--- config.mk ---
export PLATFORM = sky130hd
export DESIGN_NAME = ttlock_key_sequencer
export DESIGN_NICKNAME = d
export VERILOG_FILES = /design/src/rtl/ttlock_key_sequencer.sv
export SDC_FILE = /design/constraint.sdc
export NUM_CORES = 1
export LEC_CHECK = 0
export CAP_MARGIN = 5
export CORE_UTILIZATION = 55
export CTS_CLUSTER_SIZE = 24
export DETAILED_ROUTE_END_ITERATION = 6
export PLACE_DENSITY = 0.92
export SYNTH_ARGS = -nofsm -noshare
export SYNTH_HDL_FRONTEND = slang
export SYNTH_SLANG_ARGS = --single-unit
--- constraint.sdc ---
create_clock -name clk -period 5.8 [get_ports clk]
set_clock_uncertainty 0.2 [all_clocks]
set_input_delay 0.87 -clock clk [delete_from_list [all_inputs] [get_ports clk]]
set_output_delay 0.87 -clock clk [all_outputs]
set_load 0.005 [all_outputs]
--- src/rtl/ttlock_key_sequencer.sv ---
// Brute-force key-candidate driver for the TTLock locked netlist: steps keyinput through a
// range, samples lock_out after a settle delay and compares it with the oracle output.
module ttlock_key_sequencer #(
    parameter int KEY_W  = 32,
    parameter int SETTLE = 2
) (
    input  logic             clk,
    input  logic             rst_n,
    input  logic             start,
    input  logic             abort,
    input  logic             stop_on_match,
    input  logic [KEY_W-1:0] key_base,
    input  logic [31:0]      key_num,
    input  logic             lock_out,
    input  logic             oracle_out,
    output logic [KEY_W-1:0] keyinput,
    output logic             busy,
    output logic             done,
    output logic             found,
    output logic [KEY_W-1:0] found_key,
    output logic [31:0]      match_cnt,
    output logic [31:0]      tested_cnt
);

    typedef enum logic [1:0] {IDLE, WAIT, CHECK} state_t;

    localparam logic [3:0] SETTLE_LAST = 4'(SETTLE - 1);

    state_t           state, state_nxt;
    logic [3:0]       settle_cnt, settle_cnt_nxt;
    logic [31:0]      rem, rem_nxt;
    logic             stop_mode, stop_mode_nxt;
    logic [KEY_W-1:0] keyinput_nxt;
    logic             busy_nxt, done_nxt, found_nxt;
    logic [KEY_W-1:0] found_key_nxt;
    logic [31:0]      match_cnt_nxt, tested_cnt_nxt;
    logic             match;

    function automatic logic [31:0] sat_inc(input logic [31:0] v);
        return (v == 32'hFFFF_FFFF) ? v : v + 32'd1;
    endfunction

    always_ff @(posedge clk or negedge rst_n) begin
        if (!rst_n) begin
            state      <= IDLE;
            settle_cnt <= '0;
            rem        <= '0;
            stop_mode  <= 1'b0;
            keyinput   <= '0;
            busy       <= 1'b0;
            done       <= 1'b0;
            found      <= 1'b0;
            found_key  <= '0;
            match_cnt  <= '0;
            tested_cnt <= '0;
        end else begin
            state      <= state_nxt;
            settle_cnt <= settle_cnt_nxt;
            rem        <= rem_nxt;
            stop_mode  <= stop_mode_nxt;
            keyinput   <= keyinput_nxt;
            busy       <= busy_nxt;
            done       <= done_nxt;
            found      <= found_nxt;
            found_key  <= found_key_nxt;
            match_cnt  <= match_cnt_nxt;
            tested_cnt <= tested_cnt_nxt;
        end
    end

    always_comb begin
        state_nxt      = state;
        settle_cnt_nxt = settle_cnt;
        rem_nxt        = rem;
        stop_mode_nxt  = stop_mode;
        keyinput_nxt   = keyinput;
        busy_nxt       = busy;
        done_nxt       = done;
        found_nxt      = found;
        found_key_nxt  = found_key;
        match_cnt_nxt  = match_cnt;
        tested_cnt_nxt = tested_cnt;
        match          = (lock_out == oracle_out);

        case (state)
            IDLE: begin
                if (start && !abort) begin
                    stop_mode_nxt  = stop_on_match;
                    done_nxt       = 1'b0;
                    found_nxt      = 1'b0;
                    found_key_nxt  = '0;
                    match_cnt_nxt  = '0;
                    tested_cnt_nxt = '0;
                    if (key_num == 32'd0) begin
                        // Empty run completes in place; keyinput keeps its old value.
                        done_nxt = 1'b1;
                    end else begin
                        keyinput_nxt   = key_base;
                        rem_nxt        = key_num;
                        busy_nxt       = 1'b1;
                        settle_cnt_nxt = '0;
                        state_nxt      = WAIT;
                    end
                end
            end
            WAIT: begin
                if (abort) begin
                    busy_nxt  = 1'b0;
                    done_nxt  = 1'b1;
                    state_nxt = IDLE;
                end else if (settle_cnt == SETTLE_LAST) begin
                    state_nxt = CHECK;
                end else begin
                    settle_cnt_nxt = settle_cnt + 4'd1;
                end
            end
            CHECK: begin
                // Abort discards this sample so status reflects only completed checks.
                if (abort) begin
                    busy_nxt  = 1'b0;
                    done_nxt  = 1'b1;
                    state_nxt = IDLE;
                end else begin
                    tested_cnt_nxt = tested_cnt + 32'd1;
                    rem_nxt        = rem - 32'd1;
                    if (match) begin
                        match_cnt_nxt = sat_inc(match_cnt);
                        if (!found) begin
                            found_nxt     = 1'b1;
                            found_key_nxt = keyinput;
                        end
                    end
                    if (rem == 32'd1 || (match && stop_mode)) begin
                        busy_nxt  = 1'b0;
                        done_nxt  = 1'b1;
                        state_nxt = IDLE;
                    end else begin
                        keyinput_nxt   = keyinput + KEY_W'(1);
                        settle_cnt_nxt = '0;
                        state_nxt      = WAIT;
                    end
                end
            end
            default: state_nxt = IDLE;
        endcase
    end

endmodule

Word-level counts from Yosys, hierarchy flattened
Index checks and enable logic that the tools add are counted.
Word-level totals
  register bits after elaboration: 170
Cells by class
  $add $sub $neg: 5
  eq/ne operators: 18
  mux-type cells: 50
  reduce and logical (&&, ||, !) cells: 19
Operators by type and width (number)
  2-to-1 mux 32 bit: 15
  case mux 32 bit (2 select lines): 5
  adder 32 x 1 -> 32 bit, second input constant: 3
  == test 32 x 1 -> 1 bit, second input constant: 1
  == test 32 bit, second input constant: 1
  zero test 32 bit: 1
  subtractor 32 x 1 -> 32 bit, second input constant: 1
  2-to-1 mux 4 bit: 6
  != test 2 bit, second input constant: 10
  AND reduction 5 bit: 4
  2-to-1 mux 1 bit: 15
  case mux 4 bit (3 select lines): 1
  AND reduction 4 bit: 3
  2-to-1 mux 2 bit: 4
  AND reduction 7 bit: 1
  != test 3 bit, second input constant: 2
  case mux 1 bit (3 select lines): 2
  case mux 2 bit (3 select lines): 1
  AND reduction 3 bit: 2
  adder 4 x 1 -> 4 bit, second input constant: 1
  == test 4 x 1 -> 1 bit, second input constant: 1
  nonzero test 3 bit: 1
  == test 2 x 1 -> 1 bit, second input constant: 1
  == test 2 bit, second input constant: 1
  8 further kinds: 9

Longest topological paths before layout
Gate-level depths: netlist of run 1.
  depth after elaboration: 6
  depth in mapped cells: 11
  depth with buffers taken out: 8

Least setup slack after synthesis of run 1
Ideal clock, no wire load.
  path kind: input-to-reg
  start point: in key_num[3]
  end point: reg keyinput[3]
  buffers on the path: 1
  stages on the path: 7
  slack: 3025 ps
  arrival time: 2449 ps
  path through: nor4_1 nand2_1 or4_4 o21ai_2 buf_4 nor4_1 a311o_1
On the way
  cells in the longest elaborated chain, start to end: 3
RTL lines
  start: declaration: line 13  | input logic [31:0] key_num,
  zero test 32 bit: line 94  | if (key_num == 32'd0) begin
  != test 2 bit (no source line)
  AND reduction 5 bit (no source line)
  end signal: assignment: line 61  | keyinput <= keyinput_nxt;
  end: declaration: line 16  | output logic [KEY_W-1:0] keyinput,
Every way passes these cells.
A chain may end at the register's enable or synchronous reset.

Final worst setup path of run 1
  start point: reg state[0]
  end point: reg keyinput[31]
On the way
  cells in the longest elaborated chain, start to end: 3
  elaborated cells between the ends (all ways): 9
  classes of those cells: eq/ne: 5; mux: 1; reduce/logical: 3
RTL lines
  start: declaration: line 29  | state_t state, state_nxt;
  start signal: assignment: line 57  | state <= state_nxt;
  == test 2 bit / zero test 2 bit (equally long branches): line 85  | case (state)
  != test 2 bit (no source line) / nonzero test 2 bit (equally long branches)
  AND reduction 5 bit (no source line)
Several ways; a longest one is shown, not always the timed one.

==> results.txt, run 1 <==
The worst hold margin came out at 178 ps. In this run the register-to-register setup slack is 2230 ps. The synthesized netlist occupies a cell area of 9520 µm². The setup violation total in the final timing report came out at 0. The setup slack after layout came out at 2230 ps. The worst path arrival time is 3740 ps. For this run the aggregate overflow at the end of global routing stands at 0. For the final routed database, the setup TNS stands at 0 ps. The number of storage elements in the synthesis netlist is 170. The number of synthesized flops with an enable pin is 0. The most common cell in the synthesized netlist is sky130_fd_sc_hd__dfrtp_1.

The element type at the critical path start is a flop. The worst setup path category is reg -> reg. The combined global-route utilization of all metal layers came out at 33.7%.

The initial DRC count came out at 1,074. In the final layout, the multi-input gates occupy 4970 µm². After synthesis, the share of flip-flops with an asynchronous set or reset is 100%. The placed instances occupy a cell area of 11,700 µm². Using the TritonRoute via totals, the vias-per-cell ratio works out to 6.40. Across the VDD grid, the largest voltage drop is 281 µV.

Walking the worst path, the cells encountered are inv_1, ha_4, nand2_1, nor4_2, nand4_1, nor4_1, o21ai_0, mux2i_1. The ratio of total power to cell area came out at 425 nW/µm². The core footprint is 16,800 µm². The quantity of I/O buffers inserted on ports came out at 201.

The most used flip-flop cell after synthesis is sky130_fd_sc_hd__dfrtp_1. The average size of a mapped cell came out at 8.72 µm². In the final layout, the share of cells above drive strength 1 is 5.40%. The power share of the clock group came out at 23.0%. The fraction of power spent switching nets is 40.0%. On the critical path, the stage with the largest delay is an instance of sky130_fd_sc_hd__nor4_2. The distinct cell type count after synthesis is 71. The die extent in x is 134 µm. The worst path required time came out at 5970 ps.

Measured in cells, the most critical reg-to-reg path has a length of 8. On the critical path the largest part of the delay comes from simple AND/OR/NAND/NOR gates. The routed wire length is 29,400 µm.

The number of buffers inserted by post-CTS setup repair came out at 0. The largest area contributor in the netlist is sky130_fd_sc_hd__dfrtp_1. The first-pass GRT wire length is 47,400 µm.

The final standard cell area without fillers came out at 12,300 µm². The number of global-route vias before repair is 9,174. The final net count is 1,346. The clock tree from TritonCTS is built.

The worst slew margin relative to its limit is 29.0%. The largest net degree at the start of global routing is 73. The signed area change from the synthesized netlist to the final layout is 29.2%. The routed wire length per instance is 19.6 µm. In this run the worst hold path is classified as in -> async. The number of rows created at floorplan came out at 47. The startpoint identified for the worst register-to-register timing path is state[0]$_DFFE_PN0P_. The root cell of the clock tree is sky130_fd_sc_hd__clkbuf_16. The post-route clock period utilization came out at 61.6%. The total of cells resized after clock tree synthesis is 0. The post-route minimum period came out at 3570 ps.

The clock insertion delay at the later pin of the skew report came out at 440 ps. Setup repair after global routing left no endpoint under its margin. The run finished with clean final reports.

The worst setup timing slack at the placement stage came out at 1990 ps. By area the synthesized netlist is led by sky130_fd_sc_hd__dfrtp_1, sky130_fd_sc_hd__nand2_1, sky130_fd_sc_hd__o21ai_0. The sequential element share of the synthesized area came out at 44.7%.

202 I/O pins were placed. Counting buffers and inverters, the worst setup path is 8 cells deep. Sequential cells burn 38.4% of the power. Synthesis handed over a netlist of 1,092 instances. The highest clock frequency the design can meet is 0.280 GHz.

In this run the critical register-to-register path is captured at keyinput[31]$_DFFE_PN0P_. The largest fanout of any net on the critical path is 64. The hold violation total from the final report is 0.

The largest stage delay on the critical path came out at 670 ps. After synthesis, the most frequently instantiated cells are sky130_fd_sc_hd__dfrtp_1, sky130_fd_sc_hd__nand2_1, sky130_fd_sc_hd__nor2_1. The number of inserted filler cells in the final layout is 1,195. The internal power of the cells totals 3130 µW. The height of the chip came out at 134 µm. The slew of the pin with the lowest slew margin came out at 1060 ps. The count of hold buffers inserted by post-cts repair is 0. The routability congestion estimate from global placement came out at 0.918. Summed over its instances, the top area cell type makes up 44.7% of the synthesized netlist area.

The total clock buffers created by CTS came out at 17. The synthesized netlist net count is 1,174. The number of antenna violations at the first check in global routing came out at 1. The via count is 9,585.

STA classifies the critical path endpoint as a flop. Once detail routing completed, the nets flagged for antenna violations numbered 0. The leakage power is 0.00494 µW. Once the floorplan was initialized, standard cells occupied 56.8% of the core. The critical path buffer and inverter count is 1.

The number of max-cap violations is 0. The max-slew violation total from the final report came to 0. The clock sink count is 170.

Once detailed placement completed, the half-perimeter wirelength came to 20,100 µm. The reported net switching power came out at 2090 µW. The total DRC errors in the routed layout is 0. The area of the die came out at 17,800 µm². The H-tree was split into 4 levels. The clock passes through at most 2 buffers.

The register area is 4250 µm². For this run, the number of Yosys warnings is 0. The final core area utilization is 73.4%.

Clock-pin slew was measured on the worst setup and hold paths at 70 ps. The number of detailed-route iterations in the first pass came out at 7. Of the total power, combinational logic draws 38.5%.
-- cell families after synthesis --
| group | after synthesis | share of synthesized area, % |
|---|---|---|
| and+or+nand+nor | 490 | 26.0 |
| AOI/OAI and AO/OA | 270 | 17.8 |
| DFF | 170 | 44.7 |
| buffers and inverters | 83 | 3.64 |
| xor gates and xnor gates | 57 | 5.24 |
| muxes | 11 | 1.21 |
| adders and majority gates | 11 | 1.45 |
-- routing by layer --
metal,vias up,routed length (µm),track usage (%)
met2,585,13800,52.9
met5,-,0,0
met1,4541,11500,44.0
met4,0,1360,17.4
met3,116,2680,7.50
li1,4343,-,-
-- state kept, by name, indices dropped and copies added, names as in the netlist --
signal,cells
tested_cnt,32
found_key,32
done,1
settle_cnt,4
match_cnt,32
keyinput,32
state,2
busy,1
rem,32
stop_mode,1
found,1
-- stage by stage --
stage                     power [µW]  cells
final                           5230   1498
after global routing            5510   1497
after CTS                       5180   1497
after detailed placement        3970   1465
after global placement          3880   1465
after floorplan                 3040   1092
-- power by group through the flow --
stage | Combinational, µW | Sequential [µW] | Clock, µW
after floorplan | 1150 | 1890 | 0
after global placement | 1900 | 1980 | 0
after detailed placement | 1970 | 2000 | 0
after CTS | 1990 | 1990 | 1200
after global routing | 2190 | 2050 | 1260
final | 2010 | 2010 | 1200
-- layout make-up --
class	count	area share, %
tap	220	2.24
multi-input combinational	839	40.4
clock buffer	17	3.46
inverter	24	0.732
antenna	1	0.0203
timing repair buffer	212	17.0
clock inverter	15	1.52
sequential	170	34.6
-- how the worst max path moves through the flow --
stage / start / to / slack, ps
2_1_floorplan: key_num[3] / keyinput[3]$_DFFE_PN0P_ / 3030
3_3_place_gp: key_num[3] / rem[28]$_DFFE_PN0P_ / 2080
3_5_place_dp: key_num[3] / rem[28]$_DFFE_PN0P_ / 1990
4_1_cts: state[0]$_DFFE_PN0P_ / found_key[30]$_DFFE_PN0P_ / 2270
5_1_grt: state[0]$_DFFE_PN0P_ / found_key[16]$_DFFE_PN0P_ / 1960
6_report: state[0]$_DFFE_PN0P_ / keyinput[31]$_DFFE_PN0P_ / 2230
-- worst register-to-register path, stage by stage, from the launching register on --
cell	delay, ps
sky130_fd_sc_hd__dfrtp_1	400
sky130_fd_sc_hd__inv_1	150
sky130_fd_sc_hd__ha_4	640
sky130_fd_sc_hd__nand2_1	260
sky130_fd_sc_hd__nor4_2	670
sky130_fd_sc_hd__nand4_1	350
sky130_fd_sc_hd__nor4_1	500
sky130_fd_sc_hd__o21ai_0	180
sky130_fd_sc_hd__mux2i_1	140
-- placed cells by master, fill, tap and decap left out, drive strengths merged, types with 9 or more instances in the layout --
master and count:
clkdlybuf4s50 200, dfrtp 170, nand2 140, nor2 121
o21ai 95, a21oi 52, nand3 51, xor2 47
nand4 42, inv 29, nor3 25, nor4 25
and3 23, a31oi 21, clkbuf 17, a22oi 15
o31ai 12, buf 12, ha 11, xnor2 10
and4 10, o22ai 9, nand2b 9
Power figures use the tool's default switching activity.
==> inputs of run 2 (changes only) <==
Settings changed: CORE_UTILIZATION 55 to 47, PLACE_DENSITY 0.92 to 0.85.
Clock period 5.8 ns to 2.9 ns, I/O delays scaled along.
==> run 2 against run 1 <==
Clock power increased by 96%. Via count rose by 0.88%. Combinational power grew 130%. Global-route usage down 5.4 points. Largest cell class unchanged. Wire length down 1.6%. Non-clock buffer count rose by 83. Maximum frequency grew 30%. Critical path type unchanged. Worst hold slack gained 100 ps. Count of clock-buffer cells in the layout did not move. Critical path depth grew 2. Register-to-register slack worse by 2100 ps. Sequential power grew 94%.
==> results.txt, run 2 (same netlist as run 1, synthesis figures left out) <==
Run status: finished clean (unchanged). The routed wire length is 28,900 µm (was 29,400 µm). The signed area change from the synthesized netlist to the final layout is 37.4% (was 29.2%). The startpoint identified for the worst hold timing path is found_key[0]$_DFFE_PN0P_.

The number of cells on the worst reg-to-reg path is 10 (was 8). The antenna violation net count after detailed routing came out at 0 (unchanged). The number of inserted filler cells in the final layout was 1,545 (was 1,195). The number of rows created at floorplan came out at 51 (was 47). The path class of the lowest-slack min-delay path is reg -> reg (was in -> async). The total DRC errors in the routed layout came out at 0 (unchanged). The number of antenna violations at the first check in global routing came to 0 (was 1). The hold violation total from the final report came out at 0 (unchanged). The effective utilization at floorplan is 48.5% (was 56.8%). The initial DRC count was 782 (was 1,074).

The worst setup path category is reg -> reg (unchanged). The path with the worst hold slack has its endpoint at found_key[0]$_DFFE_PN0P_. The share of layout cells above drive strength 1 came out at 11.2% (was 5.40%). The die extent in x came out at 144 µm (was 134 µm). The highest clock frequency the design can meet came to 0.365 GHz (was 0.280 GHz). The number of max-cap violations is 0 (unchanged). The area of the die came out at 20,800 µm² (was 17,800 µm²). The clock-pin slew on the worst setup and hold paths came to 80 ps (was 70 ps). The element type at the critical path start is a flop (unchanged).

The commonest non-fill, non-tap cell in the layout was sky130_fd_sc_hd__clkdlybuf4s50_1 (unchanged). The number of buffers between clock root and the deepest sink is 2 (unchanged). Unrepaired setup endpoints after global routing: false (unchanged). The number of global-route vias before repair was 9,341 (was 9,174). The max-slew violation total from the final report is 0 (unchanged).

The clock insertion delay at the later pin of the skew report was 420 ps (was 440 ps). The worst IR drop on VDD came out at 481 µV (was 281 µV). The flop-to-flop setup slack is 160 ps (was 2230 ps). The multi-input logic area is 4990 µm² (was 4970 µm²). The leakage power came out at 0.00538 µW (was 0.00494 µW). The post-detailed-route via-to-cell ratio is 5.95 (was 6.40). The number of ports placed on the die boundary came out at 202 (unchanged).

The total power draw came out at 10,800 µW (was 5230 µW). The post-route minimum period is 2740 ps (was 3570 ps). The number of standard cells in the final layout excluding fillers is 1,626 (was 1,498). The via count came out at 9,669 (was 9,585).

The first-pass GRT wire length came to 46,600 µm (was 47,400 µm). The worst path arrival time came out at 2830 ps (was 3740 ps). The post-route clock period utilization came out at 94.6% (was 61.6%).

The clock sink count came out at 170 (unchanged). The routed wire length per instance is 17.8 µm (was 19.6 µm). The quantity of I/O buffers inserted on ports came out at 201 (unchanged). The number of inserted diodes is 0 (was 1). The worst slew margin relative to its limit came out at 58.8% (was 29.0%). The height of the chip is 144 µm (was 134 µm). The half-perimeter wire length after placement was 20,600 µm (was 20,100 µm). The clock tree from TritonCTS is built (unchanged).

The core footprint is 19,700 µm² (was 16,800 µm²). The reg-to-reg critical path startpoint is rem[0]$_DFFE_PN0P_ (was state[0]$_DFFE_PN0P_). The largest fanout of any net on the critical path is 6 (was 64). The reg-to-reg critical path endpoint is rem[14]$_DFFE_PN0P_ (was keyinput[31]$_DFFE_PN0P_). The worst path required time is 2980 ps (was 5970 ps).

The largest net degree at the start of global routing is 72 (was 73). The routability congestion estimate from global placement is 0.897 (was 0.918). The root cell of the clock tree is sky130_fd_sc_hd__clkbuf_16 (unchanged). The number of H-tree levels came out at 4 (unchanged). The kind of capture point of the worst setup path is a flop (unchanged). The slew of the pin with the lowest slew margin came out at 618 ps (was 1060 ps). Most frequent cells in the layout: sky130_fd_sc_hd__clkdlybuf4s50_1, sky130_fd_sc_hd__dfrtp_1, sky130_fd_sc_hd__nand2_1 (unchanged). The combined global-route utilization of all metal layers came out at 28.4% (was 33.7%). The number of instances on the worst hold path is 2. The register area is 4250 µm² (unchanged). The number of placed cells counting well taps is 1,588 (was 1,465). The number of detailed-route iterations in the first pass is 7 (unchanged). The total clock buffers created by CTS came out at 17 (unchanged). The final net count came to 1,430 (was 1,346). The ratio of total power to cell area is 826 nW/µm² (was 425 nW/µm²). The setup violation total in the final timing report is 0 (unchanged).

The total overflow reported by the global router came out at 0 (unchanged).
run 2: layout make-up:
| type | instances | area share, % |
|---|---|---|
| timing repair buffer | 295 | 21.5 |
| clock inverter | 15 | 1.38 |
| inverter | 24 | 0.688 |
| multi-input combinational | 840 | 38.2 |
| sequential | 170 | 32.5 |
| tap | 265 | 2.53 |
| clock buffer | 17 | 3.25 |
run 2: repair_timing:
item                       in CTS  in global routing
pin swaps                       1                  0
hold endpoints to repair       57                  0
resized for setup               0                  2
setup endpoints to repair       7                 11
gates cloned                    1                  0
hold buffers                    1                  0
setup buffers                   4                  0
run 2: worst max-delay path by stage:
stage,from,cells past startpoint,to
finish,rem[0]$_DFFE_PN0P_,10,rem[14]$_DFFE_PN0P_
global route,rem[1]$_DFFE_PN0P_,10,keyinput[17]$_DFFE_PN0P_
CTS,rem[1]$_DFFE_PN0P_,8,keyinput[16]$_DFFE_PN0P_
detailed placement,key_num[2],12,keyinput[17]$_DFFE_PN0P_
global placement,key_num[3],9,keyinput[2]$_DFFE_PN0P_
floorplan,state[0]$_DFFE_PN0P_,10,match_cnt[10]$_DFFE_PN0P_
run 2: stage by stage:
step           setup slack, ps  setup TNS (ps)  cell area [µm²]  utilization (%)  hold slack, ps
2_1_floorplan              505               0             9520                -           -60.6
3_3_place_gp              -103           -3170            12400             63.2             256
3_5_place_dp              -173           -4950            12400             63.2             260
4_1_cts                   16.6               0            13100             66.5             284
5_1_grt                   27.3               0            13100             66.6             297
6_report                   157               0            13100             66.6             280
run 2: critical path, cell delays in order, from the launching register on:
cell,delay (ps)
sky130_fd_sc_hd__dfrtp_1,410
sky130_fd_sc_hd__buf_4,160
sky130_fd_sc_hd__inv_1,70
sky130_fd_sc_hd__ha_1,190
sky130_fd_sc_hd__nor3b_1,390
sky130_fd_sc_hd__nand3_1,280
sky130_fd_sc_hd__nor4_2,230
sky130_fd_sc_hd__buf_4,190
sky130_fd_sc_hd__nand2b_1,120
sky130_fd_sc_hd__a21oi_1,70
sky130_fd_sc_hd__a221o_1,300
run 2: routing by layer:
layer	GRT usage [%]	wire (µm)
met1	35.8	11500
met2	47.4	14100
met3	6.16	2460
met4	10.8	784
met5	0	0
run 2: where the power goes:
part | internal [µW] | switching (µW)
registers | 3070 | 814
clock network | 1240 | 1100
logic | 2220 | 2370
